--- src/rtl/ifetch_pkg.sv ---
// ifetch_pkg: shared widths, reset defaults, FSM state and buffer entry type
// for the instruction-fetch requester (ifetch_ctrl / ifetch_buf).
// Build option: IFETCH_BUF2_EN selects the 2-entry response buffer.
package ifetch_pkg;

   localparam int INSTR_W = 32;
   localparam int ADDR_W  = 32;

   localparam logic [ADDR_W-1:0] DEF_RESET_PC = 32'h0000_0000;
   localparam logic [ADDR_W-1:0] DEF_PC_STEP  = 32'd4;

   // BOOT is a one-cycle settling state: the first response after reset or a
   // redirect may belong to an address issued before the event.
   typedef enum logic {
      ST_BOOT = 1'b0,
      ST_RUN  = 1'b1
   } state_t;

   typedef struct packed {
      logic [INSTR_W-1:0] instr;
      logic [ADDR_W-1:0]  pc;
   } entry_t;

   // Instruction fetches are word aligned; low address bits are ignored.
   function automatic logic [ADDR_W-1:0] align_pc(input logic [ADDR_W-1:0] pc);
      return {pc[ADDR_W-1:2], 2'b00};
   endfunction

endpackage

--- src/rtl/ifetch_buf.sv ---
// ifetch_buf: response buffer between the memory side and decode, with flush.
// Latency: a push is visible at the head the cycle after the pushing edge.
// Backpressure: o_full tells the writer to stop; head holds until i_pop.
//
// Ports:
//   clk, rst_n              clock, synchronous active-low reset
//   i_flush                 drop all entries (wins over push and pop)
//   i_push, i_push_instr/pc write one {instr, pc} entry
//   i_pop                   consume the head entry
//   o_full                  no free slot
//   o_head_vld              buffer not empty (head valid)
//   o_head_instr/pc         head entry, driven straight from registers
//
// Depth: 2 when IFETCH_BUF2_EN is defined, otherwise 1.
module ifetch_buf
   import ifetch_pkg::*;
(
   input  logic               clk,
   input  logic               rst_n,
   input  logic               i_flush,
   input  logic               i_push,
   input  logic [INSTR_W-1:0] i_push_instr,
   input  logic [ADDR_W-1:0]  i_push_pc,
   input  logic               i_pop,
   output logic               o_full,
   output logic               o_head_vld,
   output logic [INSTR_W-1:0] o_head_instr,
   output logic [ADDR_W-1:0]  o_head_pc
);

   entry_t w_din;
   assign w_din = {i_push_instr, i_push_pc};

   // Entry 0 is always the head so the outputs come directly from flops.
   entry_t r_ent0;
   logic   r_vld0;

`ifdef IFETCH_BUF2_EN
   entry_t r_ent1;
   logic   r_vld1;

   always_ff @(posedge clk) begin
      if (!rst_n) begin
         r_vld0 <= 1'b0;
         r_vld1 <= 1'b0;
         r_ent0 <= '0;
         r_ent1 <= '0;
      end else if (i_flush) begin
         r_vld0 <= 1'b0;
         r_vld1 <= 1'b0;
      end else begin
         case ({i_push, i_pop})
            2'b11: begin
               // Pop and push together: the queue shifts by one.
               if (r_vld1) begin
                  r_ent0 <= r_ent1;
                  r_ent1 <= w_din;
               end else begin
                  r_ent0 <= w_din;
                  r_vld0 <= 1'b1;
               end
            end
            2'b10: begin
               if (!r_vld0) begin
                  r_ent0 <= w_din;
                  r_vld0 <= 1'b1;
               end else begin
                  r_ent1 <= w_din;
                  r_vld1 <= 1'b1;
               end
            end
            2'b01: begin
               r_ent0 <= r_ent1;
               r_vld0 <= r_vld1;
               r_vld1 <= 1'b0;
            end
            default: ;
         endcase
      end
   end

   assign o_full = r_vld1;
`else
   always_ff @(posedge clk) begin
      if (!rst_n) begin
         r_vld0 <= 1'b0;
         r_ent0 <= '0;
      end else if (i_flush) begin
         r_vld0 <= 1'b0;
      end else if (i_push) begin
         // Writer only pushes when empty or popping this cycle.
         r_ent0 <= w_din;
         r_vld0 <= 1'b1;
      end else if (i_pop) begin
         r_vld0 <= 1'b0;
      end
   end

   assign o_full = r_vld0;
`endif

   assign o_head_vld   = r_vld0;
   assign o_head_instr = r_ent0.instr;
   assign o_head_pc    = r_ent0.pc;

endmodule

--- src/rtl/ifetch_ctrl.sv ---
// ifetch_ctrl: chooses the PC presented to a free-running instruction memory,
// tags returned words with their address and hands them to decode.
// Latency: instr_valid rises the cycle after the accepting edge; backpressure:
// decode stall fills the buffer, further responses are dropped and re-fetched.
//
// Ports:
//   clk, rst_n                     clock, synchronous active-low reset
//   fetch_en                       0 freezes mem_pc and drops responses
//   mem_pc                         registered fetch address
//   mem_rdy, mem_instr             response strobe/word for last cycle's mem_pc
//   redirect_valid, redirect_pc    one-cycle jump request and target
//   instr_valid/ready, instr, instr_pc   decode handshake and head entry
//
// Build option: IFETCH_BUF2_EN gives a 2-entry buffer (default 1 entry).
module ifetch_ctrl
   import ifetch_pkg::*;
#(
   parameter logic [ADDR_W-1:0] RESET_PC = DEF_RESET_PC,
   parameter logic [ADDR_W-1:0] PC_STEP  = DEF_PC_STEP
)
(
   input  logic               clk,
   input  logic               rst_n,
   input  logic               fetch_en,
   output logic [ADDR_W-1:0]  mem_pc,
   input  logic               mem_rdy,
   input  logic [INSTR_W-1:0] mem_instr,
   input  logic               redirect_valid,
   input  logic [ADDR_W-1:0]  redirect_pc,
   output logic               instr_valid,
   input  logic               instr_ready,
   output logic [INSTR_W-1:0] instr,
   output logic [ADDR_W-1:0]  instr_pc
);

   state_t            r_state;
   logic [ADDR_W-1:0] r_mem_pc;
   logic [ADDR_W-1:0] r_prev_pc;
   logic              r_prev_vld;

   logic w_full;
   logic w_head_vld;
   logic w_pop;
   logic w_push;

   assign w_pop = w_head_vld & instr_ready;

   // A strobe belongs to the address presented one cycle earlier (r_prev_pc).
   // Accept only if that is still the address we want, i.e. mem_pc has not
   // moved since; otherwise the word is stale and the address is re-fetched.
   assign w_push = (r_state == ST_RUN) & fetch_en & mem_rdy & r_prev_vld &
                   (r_prev_pc == r_mem_pc) & ~redirect_valid &
                   (~w_full | w_pop);

   always_ff @(posedge clk) begin
      if (!rst_n) begin
         r_state    <= ST_BOOT;
         r_mem_pc   <= RESET_PC;
         r_prev_pc  <= RESET_PC;
         r_prev_vld <= 1'b0;
      end else begin
         r_prev_pc <= r_mem_pc;
         if (redirect_valid) begin
            r_state    <= ST_BOOT;
            r_mem_pc   <= align_pc(redirect_pc);
            r_prev_vld <= 1'b0;
         end else begin
            case (r_state)
               ST_BOOT: begin
                  r_state    <= ST_RUN;
                  r_prev_vld <= 1'b1;
               end
               ST_RUN: begin
                  if (w_push) begin
                     r_mem_pc <= r_mem_pc + PC_STEP;
                  end
               end
               default: r_state <= ST_BOOT;
            endcase
         end
      end
   end

   ifetch_buf u_buf (
      .clk          (clk),
      .rst_n        (rst_n),
      .i_flush      (redirect_valid),
      .i_push       (w_push),
      .i_push_instr (mem_instr),
      .i_push_pc    (r_mem_pc),
      .i_pop        (w_pop),
      .o_full       (w_full),
      .o_head_vld   (w_head_vld),
      .o_head_instr (instr),
      .o_head_pc    (instr_pc)
   );

   assign mem_pc      = r_mem_pc;
   assign instr_valid = w_head_vld;

endmodule

--- config.mk ---
export PLATFORM = sky130hd
export DESIGN_NAME = ifetch_ctrl
export DESIGN_NICKNAME = d
export VERILOG_FILES = /design/src/rtl/ifetch_pkg.sv /design/src/rtl/ifetch_buf.sv /design/src/rtl/ifetch_ctrl.sv
export SDC_FILE = /design/constraint.sdc
export NUM_CORES = 1
export LEC_CHECK = 0
export ABC_CLOCK_PERIOD_IN_PS = 6700
export BUFFER_PORTS_ARGS = -buffer_cell sky130_fd_sc_hd__buf_2
export CORE_UTILIZATION = 38
export DETAILED_ROUTE_END_ITERATION = 10
export PLACE_DENSITY = 0.58
export SLEW_MARGIN = 30
export SYNTH_ARGS = -nofsm -noshare
export SYNTH_HDL_FRONTEND = slang
export SYNTH_SLANG_ARGS = --single-unit
--- constraint.sdc ---
create_clock -name clk -period 6.7 [get_ports clk]
set_input_delay 1.005 -clock clk [delete_from_list [all_inputs] [get_ports clk]]
set_output_delay 1.005 -clock clk [all_outputs]
set_load 0.03 [all_outputs]
==> results.yml, run 1 <==
detailed_routing:
  drtIter0Drc: 238
  first_pass_iters: 4
  drtAntennaViolNets: 0
  viasPerCell: 5.19
  drc_errors: 0
  vias: 4967
  drt_wl_total_um: 14500
  wl_per_cell_um: 15.2
run_status:
  status: "completed"
critical_path:
  r2r_setup_slack_ns: 3.41
  startpoint_type: "input pin"
  crit_fanout: 49
  slowest_stage: "or4b_1"
  path_cells: "buf_2 > and4b_1 > nand4_1 > and4bb_2 > nand3_2 > buf_4 > or4b_1 > a31oi_1"
  required_ns: 7.04
  cp_num_buf_inv: 2
  worst-setup-path-type: "in -> reg"
  max_stage_delay_ns: 0.55
  critPathCaptureType: "flip-flop"
  cp_top_family: "simple AND/OR/NAND/NOR gates"
  crit_arrival_ns: 3.93
synthesis:
  yosysTopAreaCellShare_pct: 46.8
  muxShareOfSynthArea_pct: 0.211
  synth.distinct_cells: 54
  async_flop_share_pct: 0
  synth_seq_cells: 125
  synth-main-ff-cell: "dfxtp_1"
  yosys-top-cells-area: "dfxtp_1, nand2_1, a21oi_1, xor2_1, and2_1"
  synth_top_area_cell: "dfxtp_1"
  synth-simple-area-share_pct: 26.3
  yosysMostFrequentCell: "nand2_1"
  synth_top_family_by_area: "simple AND/OR/NAND/NOR gates"
  syn_area_um2: 5340
  synth_compound_area_share_pct: 15.6
  yosysWarnings: 0
  postSynthAreaPerCell_um2: 8.31
  synth_xor_area_share_pct: 5.08
  ys_seq_area_share_pct: 46.8
  syn_inst: 643
  synth_common_cells: "nand2_1, dfxtp_1, a21oi_1, clkbuf_1, and2_1"
  synth-adder-area-share_pct: 0.234
  synth-edff-count: 0
clock_tree:
  cts_tree: "done"
  cts.sinks: 125
  path_clk_slew_ns: 0.05
  post_cts_buffers: 0
  cts-root-buf: "clkbuf_16"
  post_cts_resize_count: 0
  cts_hold_buffers: 0
  clockBufferDepth: 2
  clkLatencyLatePin_ns: 0.41
  numCtsBuffers: 17
  htreeDepth: 4
sta:
  period_minus_slack_ns: 3.59
  slew_viol_final: 0
  fin_worst_hold_slack_ns: 0.435
  hold_viol_final: 0
  setup_viol: 0
  tns_ns: 0
  worst_slew_pin_slew_ns: 0.776
  rsz0062_at_grt: "no"
  finalClockSkew_ns: 0.00654
  final.period_utilization_pct: 53.6
  fmax_mhz: 279
  slew_headroom_pct: 48.3
grt:
  grt_pass1_vias: 4810
  antenna_found_initial: 0
  grt_max_degree: 72
  grt.total_usage_pct: 21.0
  grt_pass1_wl_um: 23900
  grt-ovfl-total: 0
placed_design:
  place.gp.congestion: 0.731
  hpwl_um: 9770
  port_buffers: 160
pwr:
  leakage_nw: 2.84
  p_per_area_nw_per_um2: 262
  peakVddDrop_mv: 0.148
die:
  die_w_um: 121
  floorplan.rows: 42
  core_area_um2: 13500
  die-area_um2: 14500
  ios: 167
  start_util_pct: 39.7
  die-height_um: 121
layout:
  nets: 841
  num-fill-cells: 1349
  layout-drive-gt1-share_pct: 26.4
  area_growth_pct: 24.8
  num_antenna_cells: 0
flow_run:
  cap_violations: 0
min_path:
  holdCritPathClass: "reg -> reg"
[layout make-up]
cell class,count,area [um^2],area share [%]
Multi-Input combinational cell,455,2560,38.4
Sequential cell,125,2500,37.5
Timing Repair Buffer,165,841,12.6
Clock buffer,21,450,6.76
Tap cell,176,220,3.30
Clock inverter,9,72.6,1.09
Inverter,6,22.5,0.338
[flip-flops by register name (all words and copies together), names as in the netlist]
name and cells:
mem_pc 30, u_buf.o_head_pc 30, r_prev_pc 30, u_buf.o_full 1, u_buf.o_head_instr 32, r_prev_vld 1
r_state 1
[power by group]
group          internal (mW)  total (mW)  switching [mW]  leakage (nW)
clock                  0.509       0.820           0.311         0.262
sequential             0.764       0.798          0.0335          1.02
combinational         0.0517       0.130          0.0779          1.56
[stage by stage]
stage               instance area [um^2]  setup WS [ns]  std cells  utilization (%)  power (mW)
finish                              6670           3.11        957             49.6        1.75
global route                        6670           2.93        957             49.6        1.82
CTS                                 6670           3.09        957             49.5        1.76
detailed placement                  6140           2.66        927             45.7       0.944
global placement                    6140           2.71        927             45.7       0.941
floorplan                           5350           3.93        646                -       0.894
[cell usage in the layout (no fill, tap or decap), types with 8 or more instances in the layout]
cell,instances
a21oi_1,67
a31oi_1,12
and2_1,28
and3_1,10
buf_2,159
clkbuf_16,17
dfxtp_1,125
nand2_1,147
nand3_1,15
nand4_1,12
nor2_1,12
nor3_1,9
nor4_1,8
o21ai_0,21
xor2_1,25
[final timing paths]
path,cells after the start,endpoint,startpoint
setup / recovery,8,mem_pc[29],redirect_valid
hold / removal,1,r_prev_vld,r_state
setup reg to reg,7,mem_pc[29],mem_pc[9]
hold reg to reg,1,r_prev_vld,r_state
[per-layer routing]
metal	track usage (%)	vias up	share of wire [%]
li1	-	2464	-
met1	26.3	2328	44
met5	0	-	0
met2	34.4	164	48
met4	6.33	0	0.74
met3	6.46	11	7.2
[kinds of logic (layout without fill, tap and decap cells)]
| group | count (synthesis) | in the layout |
|---|---|---|
| DFF | 125 | 125 |
| muxes | 1 | 1 |
| buffers and inverters | 66 | 201 |
| other | 1 | 4 |
| adders and majority gates | 1 | 1 |
| AOI/OAI and AO/OA | 138 | 138 |
| xor gates and xnor gates | 31 | 31 |
| and+or+nand+nor | 280 | 280 |
Power figures use the tool's default switching activity.
==> run 2, diff against run 1 <==
--- a/config.mk
+++ b/config.mk
@@ -5,11 +5,11 @@
 export SDC_FILE = /design/constraint.sdc
 export NUM_CORES = 1
 export LEC_CHECK = 0
-export ABC_CLOCK_PERIOD_IN_PS = 6700
+export ABC_CLOCK_PERIOD_IN_PS = 2990
 export BUFFER_PORTS_ARGS = -buffer_cell sky130_fd_sc_hd__buf_2
 export CORE_UTILIZATION = 38
 export DETAILED_ROUTE_END_ITERATION = 10
-export PLACE_DENSITY = 0.58
+export PLACE_DENSITY = 0.61
 export SLEW_MARGIN = 30
 export SYNTH_ARGS = -nofsm -noshare
 export SYNTH_HDL_FRONTEND = slang
==> constraint.sdc (replaced) <==
create_clock -name clk -period 2.99 [get_ports clk]
set_input_delay 0.4485 -clock clk [delete_from_list [all_inputs] [get_ports clk]]
set_output_delay 0.4485 -clock clk [all_outputs]
set_load 0.03 [all_outputs]
==> run 2 against run 1 <==
Effect of this change:
- clock skew grew 0.0020 ns
- die area is the same
- clock power grew to 2.6 times the previous value
- largest power group unchanged
- power grew 140%
- sequential share of layout area shrank 1.5 points
- global-route usage grew 0.61 points
- sequential power grew 120%
- critical path type is now reg -> reg
- critical endpoint is now mem_pc[30]
- register-to-register slack lost 3.2 ns
- final area grew 4.2%
- highest routed layer unchanged
- final cell count grew 2.4%
- hold slack lost 0.16 ns
==> results.yml, run 2 (synthesis results as in run 1) <==
die:
  die_w_um: 121
  ios: 167
  floorplan.rows: 42
  die-height_um: 121
  start_util_pct: 39.7
  die-area_um2: 14500
  core_area_um2: 13500
sta:
  worst_slew_pin_slew_ns: 0.576
  setup_viol: 0
  slew_viol_final: 0
  slew_headroom_pct: 61.5
  finalClockSkew_ns: 0.00851
  fmax_mhz: 365
  rsz0062_at_grt: "no"
  hold_viol_final: 0
  final.period_utilization_pct: 91.7
  tns_ns: 0
  period_minus_slack_ns: 2.74
layout:
  layout_commonest_cell: "buf_2"
  num_antenna_cells: 0
  utilization_pct: 51.6
  nets: 862
  num-fill-cells: 1321
  largest_reg_flops: 32
  layout-drive-gt1-share_pct: 28.7
  fin_cells: 980
  area_growth_pct: 30.0
  postLayoutCellArea_um2: 6950
  layout_common_cells: "buf_2, nand2_1, dfxtp_1"
grt:
  grt_max_degree: 59
  grt.total_usage_pct: 21.6
  antenna_found_initial: 0
  grt_pass1_vias: 4846
  grt_pass1_wl_um: 24400
  busiest_layer: "met2"
  grt-ovfl-total: 0
  use_met3_pct: 5.75
  use_met2_pct: 34.0
  grtUsageMet1_pct: 28.3
pwr:
  peakVddDrop_mv: 0.343
  leakage_nw: 2.99
  total_power_mw: 4.27
  p_per_area_nw_per_um2: 615
critical_path:
  critPathCaptureType: "flip-flop"
  cp_top_family: "simple AND/OR/NAND/NOR gates"
  cp-endpoint: "mem_pc[30]"
  crit_arrival_ns: 3.08
  crit_fanout: 9
  max_stage_delay_ns: 0.54
  cp_common_cell: "or4_4"
  cp_num_cells: 7
  r2r_end: "mem_pc[30]"
  required_ns: 3.33
  reg2reg_from: "mem_pc[2]"
  crit_start: "mem_pc[2]"
  path_cells: "ha_1 > and4_4 > nand4_4 > or4_4 > or4_4 > or3_1 > a31oi_1"
  r2r_setup_slack_ns: 0.25
  startpoint_type: "flip-flop"
  r2r.worst_path.cells: 7
  slowest_stage: "or4_4"
  cp_num_buf_inv: 0
  worst-setup-path-type: "reg -> reg"
clock_tree:
  cts.sinks: 125
  numCtsBuffers: 17
  clkLatencyLatePin_ns: 0.41
  clockBufferDepth: 2
  cts_tree: "done"
  post_cts_resize_count: 0
  path_clk_slew_ns: 0.06
  post_cts_buffers: 0
  htreeDepth: 4
  cts-root-buf: "clkbuf_16"
  cts_hold_buffers: 0
detailed_routing:
  drtIter0Drc: 287
  viasPerCell: 5.23
  drc_errors: 0
  drt_wl_total_um: 15000
  wl_per_cell_um: 15.3
  vias: 5126
  drtAntennaViolNets: 0
  first_pass_iters: 5
placed_design:
  port_buffers: 160
  place.gp.congestion: 0.802
  hpwl_um: 10300
  dp.cells: 948
  placed_area_um2: 6310
min_path:
  holdCritPathClass: "in -> reg"
flow_run:
  cap_violations: 0
run_status:
  status: "completed"
## run 2: worst reg2reg max path: cells and delay by family (launching register included)
family,cells,cell delay (ns)
AND/OR/NAND/NOR,5,1.75
flip-flops,1,0.47
adder cells (fa/ha/maj),1,0.29
AO/OA/AOI/OAI,1,0.15
## run 2: cell type report
class                      count  area (um^2)  area share (%)
sequential                   125         2500            36.0
multi-input combinational    455         2560            36.8
timing repair buffer         186         1010            14.5
clock buffer                  18          439            6.32
clock inverter                14          194            2.79
inverter                       6         22.5           0.324
tap                          176          220            3.17
## run 2: metal layers
metal,part of all wire (%),vias up,wire length [um]
met5,0,-,0
met4,1.8,0,271
met3,6.4,22,958
met2,46,170,6930
met1,46,2425,6850
li1,-,2509,-
## run 2: how the worst min path moves through the flow
stage	end	slack, ns	cells past startpoint	startpoint
after floorplan	r_prev_vld	0.40	1	r_state
after global placement	r_prev_vld	0.41	1	r_state
after detailed placement	r_prev_vld	0.44	1	r_state
after CTS	u_buf.o_head_instr[4]	0.25	3	mem_instr[4]
after global routing	u_buf.o_head_instr[7]	0.26	3	mem_instr[7]
final	u_buf.o_head_instr[11]	0.27	3	mem_instr[11]
## run 2: metrics by stage
step | setup slack (ns) | hold WS, ns
5_1_grt | 0.115 | 0.263
6_report | 0.248 | 0.273
3_3_place_gp | 0.304 | 0.414
3_5_place_dp | 0.281 | 0.443
4_1_cts | 0.242 | 0.252
2_1_floorplan | 0.310 | 0.405
## run 2: power breakdown
part,internal (mW),switching [mW]
clock,1.42,0.754
combinational,0.130,0.202
sequential,1.71,0.0569
==> run 3, diff against run 2 <==
--- a/config.mk
+++ b/config.mk
@@ -5,7 +5,7 @@
 export SDC_FILE = /design/constraint.sdc
 export NUM_CORES = 1
 export LEC_CHECK = 0
-export ABC_CLOCK_PERIOD_IN_PS = 2990
+export ABC_CLOCK_PERIOD_IN_PS = 2400
 export BUFFER_PORTS_ARGS = -buffer_cell sky130_fd_sc_hd__buf_2
 export CORE_UTILIZATION = 38
 export DETAILED_ROUTE_END_ITERATION = 10
==> constraint.sdc (replaced) <==
create_clock -name clk -period 2.4 [get_ports clk]
set_input_delay 0.36 -clock clk [delete_from_list [all_inputs] [get_ports clk]]
set_output_delay 0.36 -clock clk [all_outputs]
set_load 0.03 [all_outputs]
==> run 3 against run 2 <==
Effect of this change:
- final cell count rose by 3.6%
- clock power rose by 25%
- maximum frequency rose by 16%
- first-iteration DRC count fell by 5.2%
- non-clock buffer count rose by 35
- sequential share of layout area fell by 1.4 points
- clock skew fell by 0.00083 ns
- combinational power rose by 46%
- critical path depth did not move
- power rose by 26%
- setup slack got worse by 0.21 ns
==> results.yml, run 3 (synthesis results as in run 1) <==
layout:
  layout-drive-gt1-share_pct: 33.8
  postLayoutCellArea_um2: 7290
  layout_commonest_cell: "buf_2"
  area_growth_pct: 36.5
  fin_cells: 1015
  utilization_pct: 54.2
  num-fill-cells: 1310
  layout_common_cells: "buf_2, nand2_1, dfxtp_1"
  largest_reg_flops: 32
  nets: 897
  num_antenna_cells: 0
sta:
  fin_worst_hold_slack_ns: 0.185
  final.period_utilization_pct: 98.6
  fmax_mhz: 423
  setup_ws_ns: 0.0337
  tns_ns: 0
  finalClockSkew_ns: 0.00768
  setup_viol: 0
  rsz0062_at_grt: "yes"
  hold_viol_final: 0
  period_minus_slack_ns: 2.37
  slew_viol_final: 0
critical_path:
  slowest_stage: "or4_4"
  crit_arrival_ns: 2.71
  worst-setup-path-type: "reg -> reg"
  r2r.worst_path.cells: 7
  cp_common_cell: "or4_4"
  max_stage_delay_ns: 0.47
  critPathCaptureType: "flip-flop"
  r2r_setup_slack_ns: 0.03
  required_ns: 2.74
  path_cells: "ha_4 > and4_4 > nand4_4 > or4_4 > or4_4 > or3_1 > a31oi_1"
  r2r_end: "mem_pc[30]"
  startpoint_type: "flip-flop"
  crit_fanout: 5
  reg2reg_from: "mem_pc[3]"
grt:
  antenna_found_initial: 0
  grt_pass1_wl_um: 25300
  grt_pass1_vias: 5074
  grt.total_usage_pct: 22.2
  grt_max_degree: 48
  grt-ovfl-total: 0
clock_tree:
  cts_hold_buffers: 0
  numCtsBuffers: 17
  htreeDepth: 4
  clockBufferDepth: 2
  cts.sinks: 125
  cts_tree: "done"
  clkLatencyLatePin_ns: 0.41
  path_clk_slew_ns: 0.06
  cts-root-buf: "clkbuf_16"
placed_design:
  hpwl_um: 11200
  post-place-ws_ns: -0.0307
  dp.cells: 982
  placed_area_um2: 6620
  place.gp.congestion: 0.833
  port_buffers: 160
min_path:
  min_to: "u_buf.o_head_instr[25]"
  hold_depth: 3
  hold_start: "mem_instr[25]"
  holdCritPathClass: "in -> reg"
detailed_routing:
  drt_wl_total_um: 15700
  viasPerCell: 5.19
  drtIter0Drc: 272
  drtAntennaViolNets: 0
  vias: 5272
  drc_errors: 0
  wl_per_cell_um: 15.4
  first_pass_iters: 4
flow_run:
  cap_violations: 0
pwr:
  total_power_mw: 5.38
  peakVddDrop_mv: 0.482
  p_per_area_nw_per_um2: 738
  leakage_nw: 3.18
die:
  start_util_pct: 39.7
  die-height_um: 121
  die_w_um: 121
  core_area_um2: 13500
  floorplan.rows: 42
  die-area_um2: 14500
  ios: 167
run_status:
  status: "completed"
[run 3: changes by cell type in the layout (fill, tap and decap cells not counted), sizes merged]
cell	change
clkbuf	+5
bufinv	-1
clkinv	-5
clkinvlp	+1
buf	+35
[run 3: repair_timing]
item                                    CTS  global route
cloned                                    0             0
buffers inserted                          0             1
gates resized for setup                   1             6
endpoints found under the setup margin   29            65
pin swaps                                 0             1
[run 3: layer usage]
layer  GRT usage [%]  vias to the layer above  wire [um]
met1            28.2                     2489       6960
met5               0                        -          0
met3            5.94                       20       1030
met2            36.2                      183       7380
li1                -                     2580          -
met4            7.72                        0        278
[run 3: cell type report]
type / instances / area [um^2] / area share [%]
inverters: 6 / 22.5 / 0.309
multi-input cells: 455 / 2610 / 35.8
well taps: 176 / 220 / 3.02
repair buffers: 221 / 1290 / 17.7
flip-flops and latches: 125 / 2520 / 34.6
clock buffers: 23 / 499 / 6.85
clock inverters: 9 / 131 / 1.80
[run 3: worst max-delay path by stage]
stage / start / to / slack, ns / cells after the start
2_1_floorplan: mem_pc[20] / mem_pc[30] / 0.002 / 7
3_3_place_gp: mem_pc[9] / mem_pc[30] / -0.007 / 6
4_1_cts: mem_pc[18] / mem_pc[18] / 0.03 / 7
3_5_place_dp: mem_pc[9] / mem_pc[25] / -0.03 / 7
6_report: mem_pc[3] / mem_pc[30] / 0.03 / 7
5_1_grt: mem_pc[22] / mem_pc[11] / -0.04 / 9
[run 3: worst max-delay path, delay by kind of cell (launching register included)]
kind            cells  cell delay, ns
simple gates        5            1.62
flops               1            0.38
fa+ha+maj           1            0.15
compound gates      1            0.15
[run 3: power by group]
| part | switching (mW) | total (mW) | internal (mW) | leakage (nW) |
|---|---|---|---|---|
| clock network | 0.929 | 2.71 | 1.78 | 0.301 |
| logic | 0.283 | 0.486 | 0.203 | 1.86 |
| registers | 0.0548 | 2.19 | 2.14 | 1.02 |
